[src/rtl/neander_alu_ctrl.sv]
// NEANDER-X ALU sequencing controller.
// Accepts one ALU operation per request over valid/ready and drives the ALU
// opcode and carry-in. For DIV/MOD it starts the external divider and waits
// for it, with a timeout. It issues the AC/Y write enables and owns C/Z/N.
module neander_alu_ctrl #(
   parameter int unsigned DIV_TIMEOUT = 15   // legal range 9..255
) (
   input  logic       clk,
   input  logic       rst_n,
   input  logic       req_valid_i,
   output logic       req_ready_o,
   input  logic [3:0] req_op_i,
   input  logic       abort_i,
   output logic [3:0] alu_op_o,
   output logic       alu_carry_in_o,
   input  logic [7:0] alu_result_i,
   input  logic [7:0] alu_mul_high_i,
   input  logic       alu_carry_out_i,
   output logic       div_start_o,
   input  logic       div_done_i,
   output logic       ac_we_o,
   output logic [7:0] ac_wdata_o,
   output logic       y_we_o,
   output logic [7:0] y_wdata_o,
   output logic       flag_c_o,
   output logic       flag_z_o,
   output logic       flag_n_o,
   output logic       done_o,
   output logic       err_o,
   output logic       busy_o
);

   // ALU opcode map
   localparam logic [3:0] OP_ADD = 4'b0000;
   localparam logic [3:0] OP_SUB = 4'b0001;
   localparam logic [3:0] OP_AND = 4'b0010;
   localparam logic [3:0] OP_OR  = 4'b0011;
   localparam logic [3:0] OP_XOR = 4'b0100;
   localparam logic [3:0] OP_NOT = 4'b0101;
   localparam logic [3:0] OP_SHL = 4'b0110;
   localparam logic [3:0] OP_SHR = 4'b0111;
   localparam logic [3:0] OP_NEG = 4'b1000;
   localparam logic [3:0] OP_MUL = 4'b1001;
   localparam logic [3:0] OP_DIV = 4'b1010;
   localparam logic [3:0] OP_MOD = 4'b1011;
   localparam logic [3:0] OP_ADC = 4'b1100;
   localparam logic [3:0] OP_SBC = 4'b1101;
   localparam logic [3:0] OP_ASR = 4'b1110;
   localparam logic [3:0] OP_ILL = 4'b1111;

   localparam logic [7:0] TMO_LAST = 8'(DIV_TIMEOUT - 1);

   typedef enum logic [1:0] {
      S_IDLE      = 2'd0,
      S_EXEC      = 2'd1,
      S_DIV_START = 2'd2,
      S_DIV_WAIT  = 2'd3
   } state_e;

   state_e     state_q;
   logic [3:0] alu_op_q;
   logic [7:0] cnt_q;
   logic       flag_c_q, flag_z_q, flag_n_q;

   logic accept, exec_act, wait_act, wb_exec, wb_div, tmo, carry_op;

   // Handshake, writeback and retirement decode; abort masks every effect
   always_comb begin
      req_ready_o = (state_q == S_IDLE) && !abort_i;
      accept      = req_valid_i && req_ready_o;
      exec_act    = (state_q == S_EXEC) && !abort_i;
      wait_act    = (state_q == S_DIV_WAIT) && !abort_i;
      wb_exec     = exec_act && (alu_op_q != OP_ILL);
      wb_div      = wait_act && div_done_i;
      // div_done has priority over the timeout in the same cycle
      tmo         = wait_act && !div_done_i && (cnt_q == TMO_LAST);
      carry_op    = !((alu_op_q == OP_AND) || (alu_op_q == OP_OR) ||
                      (alu_op_q == OP_XOR) || (alu_op_q == OP_NOT));
      ac_we_o     = wb_exec || wb_div;
      y_we_o      = (wb_exec && (alu_op_q == OP_MUL)) || wb_div;
      done_o      = exec_act || wb_div || tmo;
      err_o       = (exec_act && (alu_op_q == OP_ILL)) || tmo;
      div_start_o = (state_q == S_DIV_START);
      busy_o      = (state_q != S_IDLE);
   end

   assign alu_op_o       = alu_op_q;
   assign alu_carry_in_o = flag_c_q;
   assign ac_wdata_o     = alu_result_i;
   assign y_wdata_o      = alu_mul_high_i;
   assign flag_c_o       = flag_c_q;
   assign flag_z_o       = flag_z_q;
   assign flag_n_o       = flag_n_q;

   // Sequencer state, latched opcode, divider timeout counter and flags
   always_ff @(posedge clk or negedge rst_n) begin
      if (!rst_n) begin
         state_q  <= S_IDLE;
         alu_op_q <= 4'b0000;
         cnt_q    <= 8'd0;
         flag_c_q <= 1'b0;
         flag_z_q <= 1'b0;
         flag_n_q <= 1'b0;
      end else begin
         case (state_q)
            S_IDLE: begin
               if (accept) begin
                  alu_op_q <= req_op_i;
                  if ((req_op_i == OP_DIV) || (req_op_i == OP_MOD))
                     state_q <= S_DIV_START;
                  else
                     state_q <= S_EXEC;
               end
            end
            S_EXEC: state_q <= S_IDLE;
            S_DIV_START: begin
               cnt_q   <= 8'd0;
               state_q <= abort_i ? S_IDLE : S_DIV_WAIT;
            end
            S_DIV_WAIT: begin
               cnt_q <= cnt_q + 8'd1;
               if (abort_i || wb_div || tmo)
                  state_q <= S_IDLE;
            end
            default: state_q <= S_IDLE;
         endcase

         // Flags change only on the edge closing a writeback or timeout
         if (ac_we_o) begin
            flag_z_q <= (alu_result_i == 8'h00);
            flag_n_q <= alu_result_i[7];
            if (carry_op)
               flag_c_q <= alu_carry_out_i;
         end
         if (tmo)
            flag_c_q <= 1'b1;
      end
   end

   // Opcodes named only for documentation of the map
   logic unused_ops;
   assign unused_ops = ^{OP_ADD, OP_SUB, OP_SHL, OP_SHR, OP_NEG, OP_ADC,
                         OP_SBC, OP_ASR};

endmodule

[config.mk]
export PLATFORM = sky130hd
export DESIGN_NAME = neander_alu_ctrl
export DESIGN_NICKNAME = d
export VERILOG_FILES = /design/src/rtl/neander_alu_ctrl.sv
export SDC_FILE = /design/constraint.sdc
export NUM_CORES = 1
export LEC_CHECK = 0
export CAP_MARGIN = 0
export CELL_PAD_IN_SITES_DETAIL_PLACEMENT = 1
export CELL_PAD_IN_SITES_GLOBAL_PLACEMENT = 2
export CORE_AREA = 5 5 66 62
export DETAILED_ROUTE_END_ITERATION = 8
export DIE_AREA = 0 0 71 67
export DONT_BUFFER_PORTS = 1
export GPL_TIMING_DRIVEN = 1
export HOLD_SLACK_MARGIN = 0.12
export MAX_ROUTING_LAYER = met4
export PLACE_DENSITY = 0.79
export RECOVER_POWER = 25
export REMOVE_ABC_BUFFERS = 1
export SLEW_MARGIN = 20
export SYNTH_ARGS = -nofsm -noshare
export SYNTH_HDL_FRONTEND = slang
export SYNTH_SLANG_ARGS = --single-unit
[constraint.sdc]
create_clock -name clk -period 1.7 [get_ports clk]
set_input_delay 0 -clock clk [delete_from_list [all_inputs] [get_ports clk]]
set_output_delay 0 -clock clk [all_outputs]
set_load 0.01 [all_outputs]
==> flow_summary.json, run 1 <==
{
  "fmax_mhz": 651,
  "cpMaxStageDelayCell": "dfrtp_1",
  "synth_flop_cell": "dfrtp_1",
  "synth_cells": 109,
  "wl_um": 2800,
  "fin_util": 0.398,
  "ios": 57,
  "area_growth_pct": 22.7,
  "clk_pin_slew_ps": 60,
  "cts_tree": "built",
  "setup_viol": 0,
  "routabilityCongestion": 0.721,
  "final_common_cell": "dlygate4sd3_1",
  "slowest_delay_ps": 630,
  "seq_area_frac_synth": 0.397,
  "nNetsFinal": 152,
  "floorplan.die_area_sq_um": 4760,
  "post_drt_wl_per_cell_um": 16.7,
  "finalClockSkew_ps": 2.90,
  "cts.path.max_buffers": 2,
  "holdPathEnd": "req_ready_o",
  "leakagePower_nw": 0.566,
  "vias": 837,
  "finalCritPeriodShare": 0.903,
  "avgSynthCellArea_sq_um": 9.83,
  "holdCritStartpoint": "abort_i",
  "start_util": 0.324,
  "grt_pass1_wl_um": 4540,
  "coreArea_sq_um": 3300,
  "ir_worst_vdd_mv": 0.328,
  "antenna_found_initial": 0,
  "maxSlewHeadroom": 0.460,
  "clock_sinks": 17,
  "p_per_area_nw_per_um2": 815,
  "yosysWarnings": 0,
  "fp.dieH_um": 67,
  "antennaDiodeCount": 0,
  "timing.final.crit_period_ps": 1540,
  "crit_path_cell_trace": "nand2_1 > nor3_2 > nand3_1 > o31ai_1",
  "cts_inserted_buffers": 3,
  "grt_pass1_vias": 902,
  "ys_ff_latch": 17,
  "synth-edff-count": 0,
  "crit_required_ps": 1700,
  "end_kind": "output port",
  "tightestPinTransition_ps": 808,
  "worstSkewPairLatency_ps": 250,
  "syn_area_sq_um": 1070,
  "status": "complete, no violations",
  "hold_depth": 2,
  "die-width_um": 71,
  "drc_errors": 0,
  "setup_tns_ps": 0,
  "dp_hpwl_um": 1880,
  "critPathArrivalTime_ps": 1540,
  "cts_max_level": 1,
  "reg2reg_depth": 3,
  "cp-start-kind": "flip-flop",
  "dr.pass1.iters": 4,
  "gr-total-overflow": 0,
  "drtAntennaViolNets": 0,
  "ff2ff_setup_slack_ps": 190,
  "cts-root-buf": "clkbuf_8",
  "finalHoldViolations": 0,
  "critical_path.max_fanout": 12,
  "port_buffers": 0,
  "rows": 20,
  "postCtsSetupBuffers": 0,
  "grt_usage": 0.124,
  "final_max_slew_viol_count": 0,
  "drv_cap": 0,
  "rsz0062_at_grt": "false",
  "ys_types": 35,
  "reg2reg_to": "flag_n_o",
  "layout_common_cells": "dlygate4sd3_1, dfrtp_1, nand2_1",
  "via_per_inst": 5.01,
  "r2r-start": "state_q[0]",
  "drt_iter0_drc": 16,
  "grt_max_degree": 18,
  "path_class": "reg2out",
  "drive_gt1_frac": 0.154,
  "hold_path_class": "in2out",
  "async_flop_share": 1.00
}
cell type report:
type	count	area, sq um
clock buffers	4	45.0
fillers	392	1990
inverters	3	11.3
multi-input cells	70	490
flip-flops and latches	17	427
well taps	44	55.1
repair buffers	29	285
worst max-delay path by stage:
| stage | from | end | slack [ps] | cells after the start |
|---|---|---|---|---|
| 2_1_floorplan | state_q[1] | alu_op_o[0] | 240 | 3 |
| 3_3_place_gp | state_q[1] | flag_n_o | 230 | 4 |
| 3_5_place_dp | state_q[1] | flag_n_o | 150 | 4 |
| 4_1_cts | state_q[1] | err_o | 70 | 4 |
| 5_1_grt | state_q[0] | err_o | 6 | 4 |
| 6_report | state_q[0] | err_o | 160 | 4 |
cell families (layout without fill, tap and decap cells):
logic type / after synthesis / count (layout) / share of synthesized area
XOR/XNOR: 4 / 4 / 0.0327
adder cells (fa/ha/maj): 2 / 2 / 0.0234
buffers and inverters: 22 / 36 / 0.145
AO/OA/AOI/OAI: 17 / 17 / 0.119
multiplexers: 7 / 7 / 0.0748
flip-flops: 17 / 17 / 0.397
AND/OR/NAND/NOR: 40 / 40 / 0.208
state kept, by name (all words and copies together) (netlist names):
signal and cells:
state_q 2, flag_n_o 1, alu_carry_in_o 1, cnt_q 8, flag_z_o 1, alu_op_o 4
critical path: cells and delay by family, from the launching register on:
| family | cells | cell delay (ps) |
|---|---|---|
| DFF | 1 | 630 |
| and+or+nand+nor | 3 | 470 |
| AOI/OAI and AO/OA | 1 | 180 |
layer usage:
metal,wire length (um),share of wire,up-vias,GRT usage
li1,-,-,402,-
met1,1230,0.44,405,0.149
met2,1360,0.49,28,0.201
met3,204,0.073,2,0.0468
met4,4,0.0014,0,0.0211
met5,0,0,-,-
report_power, final:
part | switching [W] | internal [W] | total (W)
clock network | 0.000139 | 0.000166 | 0.000305
logic | 0.0000878 | 0.000118 | 0.000206
registers | 0.000102 | 0.000458 | 0.000561
synthesized netlist by cell type, drive strengths merged, types with 2 or more instances:
cell type	number	area share
o31ai	4	0.028
nor3	3	0.023
mux2i	2	0.019
xor2	3	0.025
nand2b	2	0.012
buf	19	0.13
a21oi	2	0.0093
and3	2	0.012
inv	3	0.011
nor4	2	0.012
nor2	9	0.039
dfrtp	17	0.40
nand2	9	0.032
o21ai	3	0.014
nand4	5	0.029
a22o	2	0.016
mux2	5	0.056
ha	2	0.023
nand3	4	0.019
timing repair:
item	4_1_cts	5_1_grt
gates resized for setup	0	1
endpoints found under the setup margin	0	4
endpoints found under the hold margin	42	0
hold buffers	27	0
stage by stage:
stage / cells / hold WS [ps] / setup WS, ps / cell area, sq um / power, W
after floorplan: 90 / -296 / 242 / 927 / 0.000656
after global placement: 136 / -295 / 228 / 997 / 0.000694
after detailed placement: 136 / -295 / 146 / 997 / 0.000702
after CTS: 167 / 144 / 67.8 / 1310 / 0.00109
after global routing: 167 / 167 / 6.31 / 1310 / 0.00113
final: 167 / 154 / 164 / 1310 / 0.00107
No activity file was read; power rests on OpenSTA's default activity.
==> run 2: changes to the inputs <==
--- a/config.mk
+++ b/config.mk
@@ -15,7 +15,7 @@
 export GPL_TIMING_DRIVEN = 1
 export HOLD_SLACK_MARGIN = 0.12
 export MAX_ROUTING_LAYER = met4
-export PLACE_DENSITY = 0.79
+export PLACE_DENSITY = 0.74
 export RECOVER_POWER = 25
 export REMOVE_ABC_BUFFERS = 1
 export SLEW_MARGIN = 20
==> flow_summary.json, run 2 (same netlist as run 1, synthesis figures left out) <==
{
  "timing.final.ws_setup_ps": 159,
  "post_drt_wl_per_cell_um": 17.0,
  "critical_path.max_fanout": 3,
  "rows": 20,
  "crit_required_ps": 1860,
  "finalCritPeriodShare": 0.907,
  "drv_cap": 0,
  "final_max_slew_viol_count": 0,
  "grt_pass1_vias": 900,
  "stdcell_area_sq_um": 1320,
  "vias": 848,
  "r2r-start": "state_q[1]",
  "gr-total-overflow": 0,
  "die-width_um": 71,
  "dr.pass1.iters": 5,
  "ir_worst_vdd_mv": 0.346,
  "ios": 57,
  "finalClockSkew_ps": 2.21,
  "dp_slack_ps": 256,
  "critPathArrivalTime_ps": 1700,
  "area.sequential_sq_um": 425,
  "worstSkewPairLatency_ps": 250,
  "hold_depth": 2,
  "port_buffers": 0,
  "p_sw_frac": 0.303,
  "postCtsSetupBuffers": 0,
  "largest_reg_flops": 8,
  "cts-root-buf": "clkbuf_8",
  "maxSlewHeadroom": 0.452,
  "clock_sinks": 17,
  "drc_errors": 0,
  "drt_iter0_drc": 9,
  "status": "complete, no violations",
  "p_comb_frac": 0.195,
  "largest-register": "cnt_q",
  "finalHoldViolations": 0,
  "final_common_cell": "dlygate4sd3_1",
  "holdCritStartpoint": "div_done_i",
  "placed_cell_area_sq_um": 1000,
  "setup_viol": 0,
  "fillers": 376,
  "ctsHoldBuffers": 27,
  "crit_start": "alu_result_i[7]",
  "end_kind": "flip-flop",
  "switchingPower_w": 0.000322,
  "routabilityCongestion": 0.696,
  "leakagePower_nw": 0.573,
  "via_per_inst": 5.05,
  "nNetsFinal": 153,
  "drive_gt1_frac": 0.153,
  "fmax_mhz": 649,
  "cp-start-kind": "primary input",
  "dp.cells": 137,
  "cts.path.max_buffers": 2,
  "grt_usage": 0.124,
  "p_per_area_nw_per_um2": 807,
  "floorplan.die_area_sq_um": 4760,
  "layout_common_cells": "dlygate4sd3_1, dfrtp_1, nand2_1",
  "antennaDiodeCount": 0,
  "coreArea_sq_um": 3300,
  "internal_power_w": 0.000743,
  "timing.final.crit_period_ps": 1540,
  "grt_pass1_wl_um": 4450,
  "path_class": "in2reg",
  "reg2reg_depth": 3,
  "ctsResizeCount": 0,
  "fp.dieH_um": 67,
  "stdcell_count": 168,
  "drtAntennaViolNets": 0,
  "tightestPinTransition_ps": 819,
  "rsz0062_at_grt": "false",
  "clk_pin_slew_ps": 60,
  "start_util": 0.324,
  "cts_inserted_buffers": 3,
  "setup_tns_ps": 0,
  "area_growth_pct": 23.2,
  "dp_hpwl_um": 1910,
  "antenna_found_initial": 0,
  "hold_path_class": "in2out",
  "wl_um": 2850,
  "p_seq_frac": 0.524,
  "p_clk_frac": 0.281,
  "cts_tree": "built",
  "cts_max_level": 1,
  "grt_max_degree": 18,
  "multi_input_area_sq_um": 490
}
==> run 2: changes by cell type in the layout (fill, tap and decap cells not counted), sizes merged <==
| cell | previous run | this run |
|---|---|---|
| buf | 2 | 3 |
==> run 2: layout make-up <==
| cell class | count | share of cell area |
|---|---|---|
| clock buffers | 4 | 0.0341 |
| inverters | 3 | 0.00853 |
| multi-input cells | 70 | 0.372 |
| flip-flops and latches | 17 | 0.322 |
| well taps | 44 | 0.0417 |
| repair buffers | 30 | 0.222 |
==> run 2: worst max-delay path, cell delays in order <==
cell           delay, ps
dlygate4sd3_1        610
nor4_1               250
dlygate4sd3_1        590
nand2_1               60
o31ai_1              190
==> run 2: final timing paths <==
check                              endpoint  slack, ps
worst max-delay path               flag_z_o        160
worst min-delay path                 y_we_o        140
worst max register to register   state_q[1]        220
worst min register to register     cnt_q[7]        550
max in group asynchronous       alu_op_o[0]        900
min in group asynchronous          cnt_q[5]        290
==> run 2: layer usage <==
metal  up-vias  GRT usage  wire, um
li1        407          -         -
met3         2     0.0452       190
met1       405      0.140      1220
met4         0     0.0282        10
met2        34      0.213      1430
met5         -          -         0
==> run 2: power groups by stage <==
stage | logic (W) | registers (W) | clock network, W
floorplan | 0.000112 | 0.000544 | 0
global placement | 0.000130 | 0.000566 | 0
detailed placement | 0.000134 | 0.000569 | 0
CTS | 0.000210 | 0.000560 | 0.000315
global route | 0.000227 | 0.000571 | 0.000333
finish | 0.000208 | 0.000558 | 0.000299
==> run 2: per-stage QoR <==
step                      total power, W   util  hold slack, ps
after floorplan                 0.000656      -            -296
after global placement          0.000696  0.304            -295
after detailed placement        0.000702  0.304            -295
after CTS                        0.00109  0.400             150
after global routing             0.00113  0.400             163
final                            0.00107  0.400             143
